==> src/rtl/interrupt_scheduler_pkg.sv <==
// Shared register map, FSM encodings and winner selection for interrupt_scheduler.
// Latency: combinational helpers only.
// Backpressure: none; pure definitions.
package interrupt_scheduler_pkg;

    localparam int unsigned MAX_SRC = 8;
    localparam int          ID_W    = 3;

    // Register addresses on the port bus
    localparam logic [1:0] ADDR_ENABLE = 2'd0;
    localparam logic [1:0] ADDR_EDGE   = 2'd1;
    localparam logic [1:0] ADDR_PEND   = 2'd2;
    localparam logic [1:0] ADDR_STAT   = 2'd3;

    // FSM encodings kept as plain constants so software-visible debug taps stay stable
    localparam logic [1:0] ST_IDLE    = 2'd0;
    localparam logic [1:0] ST_ASSERT  = 2'd1;
    localparam logic [1:0] ST_SERVICE = 2'd2;

    localparam int IN_SERVICE_BIT = 7;

    // First set bit of req scanning upward from start, wrapping at num_src.
    // With start fixed at 0 this is plain fixed priority, index 0 highest.
    function automatic logic [ID_W-1:0] pick_winner(
        input logic [MAX_SRC-1:0] req,
        input logic [ID_W-1:0]    start,
        input int unsigned        num_src
    );
        logic [ID_W-1:0] win;
        logic [ID_W-1:0] idx;
        logic            found;
        win   = '0;
        found = 1'b0;
        for (int unsigned i = 0; i < MAX_SRC; i++) begin
            idx = ID_W'((32'(start) + i) % num_src);
            if (!found && (i < num_src) && req[idx]) begin
                win   = idx;
                found = 1'b1;
            end
        end
        return win;
    endfunction

endpackage

==> src/rtl/interrupt_scheduler_irq_capture.sv <==
// Per-source 2-flop synchroniser with rising-edge or level-high event output.
// Latency: event visible 2 edges after the source is first sampled.
// Backpressure: none; events are level outputs consumed by the pending register.
module irq_capture (
    input  logic clk,
    input  logic rst,
    input  logic src,
    input  logic edge_sel,
    output logic evt
);

    logic s1;
    logic s2;
    logic prev;

    // Synchronise the raw source and keep one cycle of history for edge detect
    always_ff @(posedge clk or negedge rst) begin
        if (!rst) begin
            s1   <= 1'b0;
            s2   <= 1'b0;
            prev <= 1'b0;
        end else begin
            s1   <= src;
            s2   <= s1;
            prev <= s2;
        end
    end

    assign evt = edge_sel ? (s2 & ~prev) : s2;

endmodule

==> src/rtl/interrupt_scheduler.sv <==
// Captures up to 8 interrupt sources, arbitrates one and drives the PicoBlaze interrupt with ack/EOI tracking.
// Latency: source edge sampled at edge k -> pending at k+2 -> cpu_int high after k+3; EOI to next cpu_int is 1 edge.
// Backpressure: one interrupt in service at a time; further requests stay pending until EOI. Build option ROUND_ROBIN_EN.
module interrupt_scheduler
    import interrupt_scheduler_pkg::*;
#(
    parameter int NUM_SRC = 8
) (
    input  logic               clk,
    input  logic               rst,
    input  logic [NUM_SRC-1:0] irq_src,
    input  logic [1:0]         reg_addr,
    input  logic               reg_we,
    input  logic [7:0]         reg_wdata,
    output logic [7:0]         reg_rdata,
    output logic               cpu_int,
    input  logic               cpu_int_ack
);

    localparam logic [8:0]         SRC_LIMIT = 9'd1 << NUM_SRC;
    localparam logic [MAX_SRC-1:0] SRC_MASK  = 8'(SRC_LIMIT - 9'd1);

    logic [MAX_SRC-1:0] enable_q;
    logic [MAX_SRC-1:0] edge_q;
    logic [MAX_SRC-1:0] pend_q;
    logic [MAX_SRC-1:0] pend_d;
    logic [MAX_SRC-1:0] clr_vec;
    logic [MAX_SRC-1:0] evt_vec;
    logic [MAX_SRC-1:0] req_vec;
    logic [1:0]         state_q;
    logic [1:0]         state_d;
    logic [ID_W-1:0]    active_id;
    logic [ID_W-1:0]    winner;
    logic [ID_W-1:0]    rr_start;
    logic               in_service;
    logic               wr_pend;
    logic               eoi;
    logic               ack_hit;

    for (genvar g = 0; g < MAX_SRC; g++) begin : g_src
        if (g < NUM_SRC) begin : g_used
            irq_capture u_cap (
                .clk      (clk),
                .rst      (rst),
                .src      (irq_src[g]),
                .edge_sel (edge_q[g]),
                .evt      (evt_vec[g])
            );
        end else begin : g_unused
            assign evt_vec[g] = 1'b0;
        end
    end

    assign wr_pend = reg_we && (reg_addr == ADDR_PEND);
    assign eoi     = reg_we && (reg_addr == ADDR_STAT);
    assign ack_hit = (state_q == ST_ASSERT) && cpu_int_ack;
    assign req_vec = pend_q & enable_q;

    // Clear sources: software W1C and auto-clear of an acknowledged edge-type source
    always_comb begin
        clr_vec = '0;
        if (wr_pend) begin
            clr_vec = reg_wdata;
        end
        if (ack_hit && edge_q[active_id]) begin
            clr_vec[active_id] = 1'b1;
        end
    end

    // New events override clears so a still-high level source re-pends immediately
    assign pend_d = ((pend_q & ~clr_vec) | evt_vec) & SRC_MASK;

`ifdef ROUND_ROBIN_EN
    logic [ID_W-1:0] last_served;

    // Remember the most recently acknowledged source; reset value makes index 0 win first
    always_ff @(posedge clk or negedge rst) begin
        if (!rst) begin
            last_served <= ID_W'(NUM_SRC - 1);
        end else if (ack_hit) begin
            last_served <= active_id;
        end
    end

    assign rr_start = last_served + 1'b1;
`else
    assign rr_start = '0;
`endif

    assign winner = pick_winner(req_vec, rr_start, NUM_SRC);

    // Control registers and the pending register
    always_ff @(posedge clk or negedge rst) begin
        if (!rst) begin
            enable_q <= '0;
            edge_q   <= '0;
            pend_q   <= '0;
        end else begin
            if (reg_we && (reg_addr == ADDR_ENABLE)) begin
                enable_q <= reg_wdata & SRC_MASK;
            end
            if (reg_we && (reg_addr == ADDR_EDGE)) begin
                edge_q <= reg_wdata & SRC_MASK;
            end
            pend_q <= pend_d;
        end
    end

    // Next state: raise on any request, drop if the winner is withdrawn, hold through service until EOI
    always_comb begin
        state_d = state_q;
        case (state_q)
            ST_IDLE: begin
                if (|req_vec) begin
                    state_d = ST_ASSERT;
                end
            end
            ST_ASSERT: begin
                if (cpu_int_ack) begin
                    state_d = ST_SERVICE;
                end else if (!req_vec[active_id]) begin
                    state_d = ST_IDLE;
                end
            end
            ST_SERVICE: begin
                if (eoi) begin
                    state_d = ST_IDLE;
                end
            end
            default: state_d = ST_IDLE;
        endcase
    end

    // State, registered cpu_int, winner latch and in-service flag
    always_ff @(posedge clk or negedge rst) begin
        if (!rst) begin
            state_q    <= ST_IDLE;
            cpu_int    <= 1'b0;
            active_id  <= '0;
            in_service <= 1'b0;
        end else begin
            state_q <= state_d;
            cpu_int <= (state_d == ST_ASSERT);
            if ((state_q == ST_IDLE) && (|req_vec)) begin
                active_id <= winner;
            end
            if (ack_hit) begin
                in_service <= 1'b1;
            end else if ((state_q == ST_SERVICE) && eoi) begin
                in_service <= 1'b0;
            end
        end
    end

    // Read mux, combinational from the address
    always_comb begin
        reg_rdata = '0;
        case (reg_addr)
            ADDR_ENABLE: reg_rdata = enable_q;
            ADDR_EDGE:   reg_rdata = edge_q;
            ADDR_PEND:   reg_rdata = pend_q;
            ADDR_STAT: begin
                reg_rdata[IN_SERVICE_BIT] = in_service;
                reg_rdata[ID_W-1:0]       = active_id;
            end
            default: reg_rdata = '0;
        endcase
    end

endmodule

==> config.mk <==
export PLATFORM = sky130hd
export DESIGN_NAME = interrupt_scheduler
export DESIGN_NICKNAME = d
export VERILOG_FILES = /design/src/rtl/interrupt_scheduler_pkg.sv /design/src/rtl/interrupt_scheduler_irq_capture.sv /design/src/rtl/interrupt_scheduler.sv
export SDC_FILE = /design/constraint.sdc
export NUM_CORES = 1
export LEC_CHECK = 0
export ABC_AREA = 1
export CORE_ASPECT_RATIO = 1.1
export CORE_MARGIN = 4
export CORE_UTILIZATION = 40
export CTS_CLUSTER_DIAMETER = 100
export DETAILED_ROUTE_END_ITERATION = 10
export SLEW_MARGIN = 20
export SYNTH_ARGS = -nofsm -noshare
export SYNTH_HDL_FRONTEND = slang
export SYNTH_SLANG_ARGS = --single-unit
==> constraint.sdc <==
create_clock -name clk -period 3.4 [get_ports clk]
set_input_delay 0.85 -clock clk [delete_from_list [all_inputs] [get_ports clk]]
set_output_delay 0.85 -clock clk [all_outputs]
set_load 0.03 [all_outputs]
# After elaboration in Yosys (flattened, before gate mapping)
# Index checks and enable logic that the tools add are counted.
# totals
reg_bits	55
elab_cells	127
output_inout_bits	9
inputBits	22
# classes
magnitude_cmp	2
n_bitwise	21
n_reduce_logical	27
n_eq_ne	6
n_mux	40
# op_table
op	count
1-bit two-way mux	21
8-bit AND	2
1-bit logical AND	16
8-bit two-way mux	2
8-bit bitwise OR	2
2-bit two-way mux	6
3-bit two-way mux	4
3-bit one-hot mux with 4 select lines	1
4-bit one-hot mux with 3 select lines	1
1-bit AND	8
1-bit inverter	8
8-bit inverter	1
8-bit OR reduction	1
1-bit logical NOT	7
1-bit binary-select mux with 3-bit select	2
2-bit by 1-bit == test with 1-bit output, second input constant	3
2-bit == test, second input constant	3
2-bit one-hot mux with 3 select lines	1
2-bit logical NOT	2
3-bit by 4-bit less-than comparator with 1-bit output, second input constant	1
1-bit one-hot mux with 4 select lines	1
1-bit demux with 3-bit select	1
3-bit by 1-bit >= comparator with 1-bit output, second input constant	1
2-bit nonzero test	1

# Longest topological paths before layout
# Gate-level depths: netlist (run 1).
# logic_depth
ltp_word	23
mapped_depth	12
depth_no_buf	10

# Cells and area by module
# Synthesis (run 1) repeated with hierarchy kept, for this count alone.
# hier_totals
cells_unflattened	313
area_unflattened_um2	2578.7
# by_module_without_submodules
module	area_per_inst_um2	cells_each	instances	seq_area_each_um2
interrupt_scheduler	1878.1	273	1	775.7
irq_capture	87.6	5	8	75.1

# Worst setup path after synthesis (run 1)
# Ideal clock, no wire load.
# synth_timing
path_kind	in2out
from	input reg_addr[0]
to	output reg_rdata[0]
required_ps	2550
stages	2
arrival_time_ps	1517
setup_slack_ps	1033
path_buffers	0
path_cell_list	nand2_1 o2111ai_1
# synth_between
elab_chain_cells	2
word_cells_on_any_way	5
cone_classes	eq/ne (3); mux (1); reduce/logical (1)
# synth_lines
item	line	rtl
start, declared	interrupt_scheduler.sv:12	input logic [1:0] reg_addr,
2-bit == test, or another cell as far along	interrupt_scheduler.sv:158	case (reg_addr)
3-bit one-hot mux with 4 select lines *	interrupt_scheduler.sv:158	
end, declared	interrupt_scheduler.sv:15	output logic [7:0] reg_rdata,
# Mark *: on every way between the ends. The rest lies on a longest branch, timed or not.

# Worst setup path after layout (run 1)
# layout_timing
from	input reg_addr[1]
to	output reg_rdata[1]
# The elaborated chain is that of the path after synthesis.

==> flow_summary.ini, run 1 <==
[timing]
tns_ns = 0
clock_skew_ns = 0.0118
tightest_slew_ns = 0.667
setup_viol = 0
fmax_ghz = 0.329
final_hold_viol_count = 0
fin_crit_sh_pct = 89.3
rsz0062_at_grt = false
period_minus_slack_ns = 3.04
final_max_slew_viol_count = 0
relSlewSlack_pct = 55.5

[grt]
grt_overflow_total = 0
antenna_found_initial = 0
grt_pass1_vias = 2108
grt_max_degree = 31
grt_pass1_wl_um = 9790
track_usage_pct = 15.9

[logic_synthesis]
ys_seq_area_share_pct = 54.6
synth_nets = 328
synth_top_cell_area_share_pct = 54.6
synthTopCellsByArea = dfrtp_1 55%, nand2_1 20%, inv_1 4.9%
synth_area_um2 = 2520
syn_inst = 306
synth_cell_type_count = 25
synth_top_cell_by_area = dfrtp_1
synth-seq-cells = 55
ys.warnings.count = 0
avgSynthCellArea_um2 = 8.24

[clock_network]
insertion_delay_ns = 0.31
cts.clk_slew.worst_paths_ns = 0.09
clock-sinks = 55
cts_setup_buffers = 0
h-tree-depth = 2
clk_path_buf_depth = 2
ctsHoldBuffers = 0
root_buffer = clkbuf_8
cts_tree = done
cts-resized-gates = 0
cts_buffers = 5

[worst_setup_path]
arrival_ns = 2.19
crit_fanout = 8
rr_endpoint = pend_q[7]
startpoint_type = input pin
crit_path_end_kind = output pin
path_buf_inv = 3
rr_worst_depth = 10
slowest_delay_ns = 0.60
crit_top_cell = nand2_1
rr_startpoint = active_id[0]
cp.required_ns = 2.55
critical-path-top-delay-family = buffers and inverters
reg2reg_slack_ns = 1.94
critPathKind = input pin to output pin
path_cells = clkdlybuf4s50_1 > nand2_1 > inv_2 > nand2_1 > o2111ai_1 > buf_4
slowest_stage = clkdlybuf4s50_1

[power]
power_density_nw_per_um2 = 630
p_seq_share_pct = 46.0
switching_share_pct = 37.4
pwr-share-comb_pct = 30.7
p_switching_mw = 0.701
p_leak_nw = 1.52
power.total_mw = 1.88
vdd_drop_max_uv = 229
power.internal_mw = 1.18
power.share.clock_pct = 23.3

[finish]
antennaDiodeCount = 0
syn_to_final_growth_pct = 18.2
layout-drive-gt1-share_pct = 11.5
nNetsFinal = 361

[detailed_routing]
drt-total-wl_um = 5460
drc = 0
num_vias = 2012
drtPass1Iterations = 6
wl_per_cell_um = 13.0
first_iter_violations = 98
ant_nets = 0
via_per_inst = 4.79

[placement]
io_buffer_count = 30
hpwl_um = 4030
globalplace.congestion = 0.936

[min_path]
hold_end = g_src[7].g_used.u_cap.s2
worstHoldPathType = flip-flop to flip-flop
whs_path_depth = 0
hp-start = g_src[7].g_used.u_cap.s1

[die]
die-area_um2 = 7640
die_height_um = 91.3
core.rowCount = 30
ios = 31
die_w_um = 83.7
core-area_um2 = 6160
initial_core_util_pct = 41.0

[outcome]
outcome = finished, final reports clean

[job]
drv_cap = 0
==> routing by layer <==
layer | GRT usage (%) | wire (um)
met5 | 0 | 0
met4 | 4.83 | 44
met3 | 3.45 | 206
met2 | 27.3 | 2710
met1 | 20.0 | 2510
==> layout by cell type, fill, tap and decap left out, types with 2 or more instances in the layout <==
cell type	n
o211ai_1	2
nand2_1	131
dfrtp_1	55
inv_2	6
a21oi_1	3
nor3_1	3
nand3_1	21
buf_4	8
clkbuf_8	5
clkdlybuf4s50_1	21
o21ai_1	16
o2111ai_1	4
nor2_1	7
inv_1	33
nand2_2	6
nor2_4	3
nand4_1	2
inv_6	3
==> cell families (layout without fill, tap and decap cells) <==
family | Yosys count | after routing | synth area share [%]
flops | 55 | 55 | 54.6
buf+inv | 46 | 80 | 8.59
compound gates | 27 | 27 | 6.20
simple gates | 178 | 178 | 30.6
==> cells in the mapped netlist <==
library cell	n
buf_6	2
nor3_2	1
o211ai_1	2
nand4_1	2
buf_2	2
nor3_4	1
nor2_4	3
nand3_1	21
a21oi_1	3
nor4_1	1
inv_6	2
o21ai_0	1
buf_12	1
nand2_4	1
nand2_2	6
o21ai_1	16
nor3_1	3
dfrtp_1	55
o22ai_1	1
o2111ai_1	4
nand2_1	131
inv_2	6
inv_1	33
nor2_2	1
nor2_1	7
==> power groups by stage <==
stage                     Combinational [mW]  Sequential [mW]  Clock (mW)
final                                  0.577            0.864       0.436
after global routing                   0.657            0.882       0.484
after CTS                              0.580            0.864       0.453
after detailed placement               0.579            0.875           0
after global placement                 0.573            0.876           0
after floorplan                        0.477            0.833           0
==> state kept, by name (all words and copies together), names as in the netlist <==
| name | count |
|---|---|
| g_src.g_used.u_cap.s2 | 8 |
| edge_q | 8 |
| state_q | 2 |
| in_service | 1 |
| cpu_int | 1 |
| active_id | 3 |
| enable_q | 8 |
| g_src.g_used.u_cap.s1 | 8 |
| g_src.g_used.u_cap.prev | 8 |
| pend_q | 8 |
==> layout make-up <==
| cell class | instances | area, um^2 |
|---|---|---|
| Multi-Input combinational cell | 205 | 928 |
| Tap cell | 80 | 100 |
| Inverter | 41 | 164 |
| Sequential cell | 55 | 1380 |
| Clock inverter | 3 | 46.3 |
| Clock buffer | 5 | 68.8 |
| Fill cell | 622 | 3180 |
| Timing Repair Buffer | 31 | 295 |
==> through the flow <==
stage               instance area (um^2)  std cells  worst slack [ns]  util (%)  hold slack [ns]
floorplan                           2520        306              1.03         -            0.331
global placement                    2860        412             0.385      46.5            0.332
detailed placement                  2860        412             0.362      46.5            0.335
CTS                                 2980        420             0.361      48.4            0.360
global route                        2980        420             0.271      48.4            0.366
finish                              2980        420             0.364      48.4            0.357
==> worst max path at each step <==
stage | from | end | slack, ns | cells past startpoint
after floorplan | reg_addr[0] | reg_rdata[0] | 1.03 | 2
after global placement | reg_addr[1] | reg_rdata[1] | 0.39 | 4
after detailed placement | reg_addr[1] | reg_rdata[7] | 0.36 | 6
after CTS | reg_addr[1] | reg_rdata[1] | 0.36 | 6
after global routing | reg_addr[1] | reg_rdata[1] | 0.27 | 6
final | reg_addr[1] | reg_rdata[1] | 0.36 | 6
No activity file was read; power rests on OpenSTA's default activity.
==> inputs of run 2 (changes only) <==
==> constraint.sdc (replaced) <==
create_clock -name clk -period 3.4 [get_ports clk]
set_input_delay 0.85 -clock clk [delete_from_list [all_inputs] [get_ports clk]]
set_output_delay 0.85 -clock clk [all_outputs]
set_load 0.05 [all_outputs]
==> run 2 against run 1 <==
Worst hold slack improved by 0.00054 ns. Count of clock-buffer cells in the layout increased by 1. Power decreased by 0.43%. Die area unchanged. Largest cell class unchanged.
==> flow_summary.ini, run 2 (synthesis results as in run 1) <==
[clock_network]
cts-resized-gates = 0
cts_buffers = 5
clk_path_buf_depth = 2
root_buffer = clkbuf_8
clock-sinks = 55
h-tree-depth = 2
cts_tree = done
ctsHoldBuffers = 0
cts.clk_slew.worst_paths_ns = 0.10
cts_setup_buffers = 0
insertion_delay_ns = 0.30

[die]
die_height_um = 91.3
core.rowCount = 30
ios = 31
die-area_um2 = 7640
initial_core_util_pct = 41.0
die_w_um = 83.7
core-area_um2 = 6160

[timing]
tns_ns = 0
final_hold_viol_count = 0
clock_skew_ns = 0.00892
rsz0062_at_grt = false
fmax_ghz = 0.321
tightest_slew_ns = 0.667
fin_crit_sh_pct = 91.6
final_max_slew_viol_count = 0
setup_viol = 0
relSlewSlack_pct = 55.5
period_minus_slack_ns = 3.11

[min_path]
whs_path_depth = 0
hp-start = g_src[5].g_used.u_cap.s1
hold_end = g_src[5].g_used.u_cap.s2
worstHoldPathType = flip-flop to flip-flop

[grt]
track_usage_pct = 15.4
grt_max_degree = 56
antenna_found_initial = 0
grt_overflow_total = 0
grt_pass1_wl_um = 9450
grt_pass1_vias = 2009

[worst_setup_path]
cp.required_ns = 2.55
rr_startpoint = active_id[0]
arrival_ns = 2.26
startpoint_type = input pin
crit_path_end_kind = output pin
rr_endpoint = pend_q[7]
critPathKind = input pin to output pin
rr_worst_depth = 10
cp-startpoint = reg_addr[1]
crit_fanout = 6
reg2reg_slack_ns = 1.93

[finish]
final_cell_mix = 131 x nand2_1, 55 x dfrtp_1, 33 x inv_1
antennaDiodeCount = 0
layoutNonFillerInstCount = 420
syn_to_final_growth_pct = 20.4
nNetsFinal = 361
final_common_cell = nand2_1
finalInstanceArea_um2 = 3040
layout-drive-gt1-share_pct = 11.2
utilization_pct = 49.3

[placement]
postPlaceCellArea_um2 = 2950
globalplace.congestion = 0.944
hpwl_um = 3940
dp.cells = 412
io_buffer_count = 30

[power]
power.total_mw = 1.87
power_density_nw_per_um2 = 616
vdd_drop_max_uv = 309
p_leak_nw = 1.53

[detailed_routing]
num_vias = 1992
ant_nets = 0
via_per_inst = 4.74
wl_per_cell_um = 12.8
first_iter_violations = 143
drt-total-wl_um = 5370
drtPass1Iterations = 4
drc = 0

[outcome]
outcome = finished, final reports clean

[job]
drv_cap = 0
==> run 2: where the power goes <==
group          leakage (nW)  switching [mW]  internal (mW)  total (mW)
registers             0.635           0.116          0.748       0.863
logic                 0.857           0.413          0.245       0.658
clock network        0.0412           0.203          0.144       0.347
total                  1.53           0.732           1.14        1.87
==> run 2: final cells by class <==
cell class,count,area (um^2)
Sequential cell,55,1380
Clock buffer,6,72.6
Clock inverter,2,12.5
Inverter,41,164
Fill cell,630,3120
Tap cell,80,100
Multi-Input combinational cell,205,928
Timing Repair Buffer,31,383
==> run 2: metrics by stage <==
stage	hold WS, ns	worst slack, ns
finish	0.357	0.285
floorplan	0.331	0.752
global route	0.365	0.234
CTS	0.358	0.282
global placement	0.333	0.283
detailed placement	0.335	0.295
==> run 2: critical path, stage by stage <==
cell and delay (ns):
clkdlybuf4s50_1 0.60, nand2_1 0.24, o2111ai_1 0.38, buf_12 0.19
==> run 2: worst max path at each step <==
| stage | depth (start not counted) | to | slack, ns |
|---|---|---|---|
| after global routing | 4 | reg_rdata[1] | 0.23 |
| after global placement | 4 | reg_rdata[2] | 0.28 |
| final | 4 | reg_rdata[2] | 0.29 |
| after CTS | 4 | reg_rdata[1] | 0.28 |
| after floorplan | 2 | reg_rdata[0] | 0.75 |
| after detailed placement | 4 | reg_rdata[1] | 0.30 |
==> run 2: per-layer routing <==
layer / GRT usage, % / part of all wire, % / wire length (um)
met5: 0 / 0 / 0
met3: 2.81 / 3.1 / 168
met1: 21.0 / 47 / 2540
met4: 3.22 / 0.91 / 49
met2: 25.9 / 49 / 2600
==> inputs of run 3 (changes only) <==
--- a/config.mk
+++ b/config.mk
@@ -5,12 +5,12 @@
 export SDC_FILE = /design/constraint.sdc
 export NUM_CORES = 1
 export LEC_CHECK = 0
-export ABC_AREA = 1
 export CORE_ASPECT_RATIO = 1.1
 export CORE_MARGIN = 4
 export CORE_UTILIZATION = 40
 export CTS_CLUSTER_DIAMETER = 100
 export DETAILED_ROUTE_END_ITERATION = 10
+export GPL_TIMING_DRIVEN = 0
 export SLEW_MARGIN = 20
 export SYNTH_ARGS = -nofsm -noshare
 export SYNTH_HDL_FRONTEND = slang
==> run 3 against run 2 <==
Cell count down 27%. Die area down 5.5%. Global-route usage up 0.97 points. Critical path type unchanged. Critical endpoint is now reg_rdata[0].
==> flow_summary.ini, run 3 <==
[placement]
post-place-ws_ns = -0.525
globalplace.congestion = 0.874
io_buffer_count = 30
hpwl_um = 3670
postPlaceCellArea_um2 = 2760

[detailed_routing]
ant_nets = 0
drc = 0
wl_per_cell_um = 17.3
first_iter_violations = 107
via_per_inst = 5.62
drtPass1Iterations = 4
num_vias = 1732
drt-total-wl_um = 5320

[timing]
setup_ws_ns = 0.0732
final_hold_viol_count = 0
relSlewSlack_pct = 40.9
setup_viol = 0
clock_skew_ns = 0.00793
rsz0062_at_grt = false
fin_crit_sh_pct = 97.8
period_minus_slack_ns = 3.33
tns_ns = 0
fmax_ghz = 0.301
tightest_slew_ns = 0.883
final_max_slew_viol_count = 0

[finish]
final_cell_mix = 55 x dfrtp_1, 29 x nand2_1, 20 x clkdlybuf4s50_1
layout-drive-gt1-share_pct = 20.3
fill_cells = 523
final_common_cell = dfrtp_1
nNetsFinal = 252
antennaDiodeCount = 0
finalInstanceArea_um2 = 2860
syn_to_final_growth_pct = 20.5

[logic_synthesis]
ys_seq_area_share_pct = 58.1
synth-xor-area-share_pct = 0
synth_top_cell_by_area = dfrtp_1
synth_area_um2 = 2370
ys.warnings.count = 0
synth_common_cells = 55 x dfrtp_1, 29 x nand2_1, 16 x mux2_2
synth_compound_area_share_pct = 13.4
synth_cell_type_count = 44
avgSynthCellArea_um2 = 12.3
synth_edf_count = 0
synth_top_cell_area_share_pct = 58.1
synthTopCellsByArea = dfrtp_1 58%, mux2_2 7.6%, nand2_1 4.6%
syn_inst = 193
synthAdderAreaFrac_pct = 0
muxShareOfSynthArea_pct = 14.5
synth-seq-cells = 55
synthSimpleGateAreaFrac_pct = 11.7
synthArstFlopShare_pct = 100
ys.flop_type = dfrtp_1
yosysMostFrequentCell = dfrtp_1
synth_top_family_by_area = multiplexers
synth_nets = 215

[power]
p_leak_nw = 1.18
vdd_drop_max_uv = 299
p_seq_share_pct = 44.8
switching_share_pct = 37.1
pwr-share-comb_pct = 34.9
p_switching_mw = 0.696
power.share.clock_pct = 20.2
power_density_nw_per_um2 = 658
power.total_mw = 1.88
power.internal_mw = 1.18

[die]
core.rowCount = 29
initial_core_util_pct = 41.1
die-area_um2 = 7220
die_w_um = 81.4
ios = 31
core-area_um2 = 5770
die_height_um = 88.7

[worst_setup_path]
rr_worst_depth = 5
critPathKind = input pin to output pin
cp.required_ns = 2.55
arrival_ns = 2.48
crit_path_end_kind = output pin
startpoint_type = input pin
crit_fanout = 10

[grt]
grt_max_degree = 56
antenna_found_initial = 0
track_usage_pct = 16.4
grt_pass1_vias = 1659
grt_overflow_total = 0
grt_pass1_wl_um = 8820

[clock_network]
cts_setup_buffers = 0
cts.clk_slew.worst_paths_ns = 0.09
h-tree-depth = 2
root_buffer = clkbuf_8
cts_tree = done
cts_buffers = 5
clock-sinks = 55
insertion_delay_ns = 0.31
clk_path_buf_depth = 2

[min_path]
worstHoldPathType = flip-flop to flip-flop
whs_path_depth = 0

[job]
drv_cap = 0

[outcome]
outcome = finished, final reports clean
run 3: layout make-up:
type                    instances  area [um^2]  share of cell area (%)
repair buffers                 30          283                    9.90
flip-flops and latches         55         1380                    48.2
plain buffers                   7         51.3                    1.80
multi-input cells             128          940                    32.9
inverters                       3         11.3                   0.394
clock buffers                   6         82.6                    2.89
clock inverters                 2         16.3                   0.569
well taps                      77         96.3                    3.37
run 3: path summary, 6_finish.rpt:
| check | slack, ns | startpoint | to |
|---|---|---|---|
| min reg2reg | 0.36 | g_src[1].g_used.u_cap.s1 | g_src[1].g_used.u_cap.s2 |
| min | 0.36 | g_src[1].g_used.u_cap.s1 | g_src[1].g_used.u_cap.s2 |
| max | 0.07 | reg_addr[1] | reg_rdata[0] |
| max reg2reg | 1.63 | active_id[2] | pend_q[6] |
| min in group asynchronous | 0.57 | rst | g_src[7].g_used.u_cap.s1 |
| max in group asynchronous | 2.38 | rst | enable_q[5] |
run 3: timing repair:
action,in CTS,in global routing
hold endpoints to repair,0,0
hold buffers,0,0
endpoints found under the setup margin,8,5
gates cloned,0,0
gates resized for setup,27,9
run 3: power by group through the flow:
| stage | Combinational (mW) | Clock (mW) | Sequential [mW] |
|---|---|---|---|
| floorplan | 0.450 | 0 | 0.847 |
| global placement | 0.664 | 0 | 0.854 |
| detailed placement | 0.669 | 0 | 0.854 |
| CTS | 0.662 | 0.395 | 0.842 |
| global route | 0.705 | 0.422 | 0.858 |
| finish | 0.656 | 0.380 | 0.842 |
run 3: cell families after synthesis:
| kind of cell | after synthesis |
|---|---|
| AND/OR/NAND/NOR | 56 |
| multiplexers | 27 |
| AO/OA/AOI/OAI | 45 |
| buffers and inverters | 10 |
| flip-flops | 55 |
run 3: stage by stage:
stage          util [%]  cells  hold WS (ns)
2_1_floorplan         -    193         0.331
3_3_place_gp       48.0    300         0.332
3_5_place_dp       47.9    300         0.336
4_1_cts            49.9    308         0.360
5_1_grt            49.5    308         0.362
6_report           49.5    308         0.357
run 3: per-layer routing:
layer	track usage, %	up-vias	share of wire [%]
met3	3.26	15	5.9
li1	-	790	-
met5	0	-	0
met1	23.8	871	45
met2	24.2	56	47
met4	6.30	0	2.8
run 3: worst max-delay path, cell delays in order:
cell and delay (ns):
clkdlybuf4s50_1 0.53, buf_4 0.23, mux4_2 0.52, clkdlybuf4s15_2 0.35
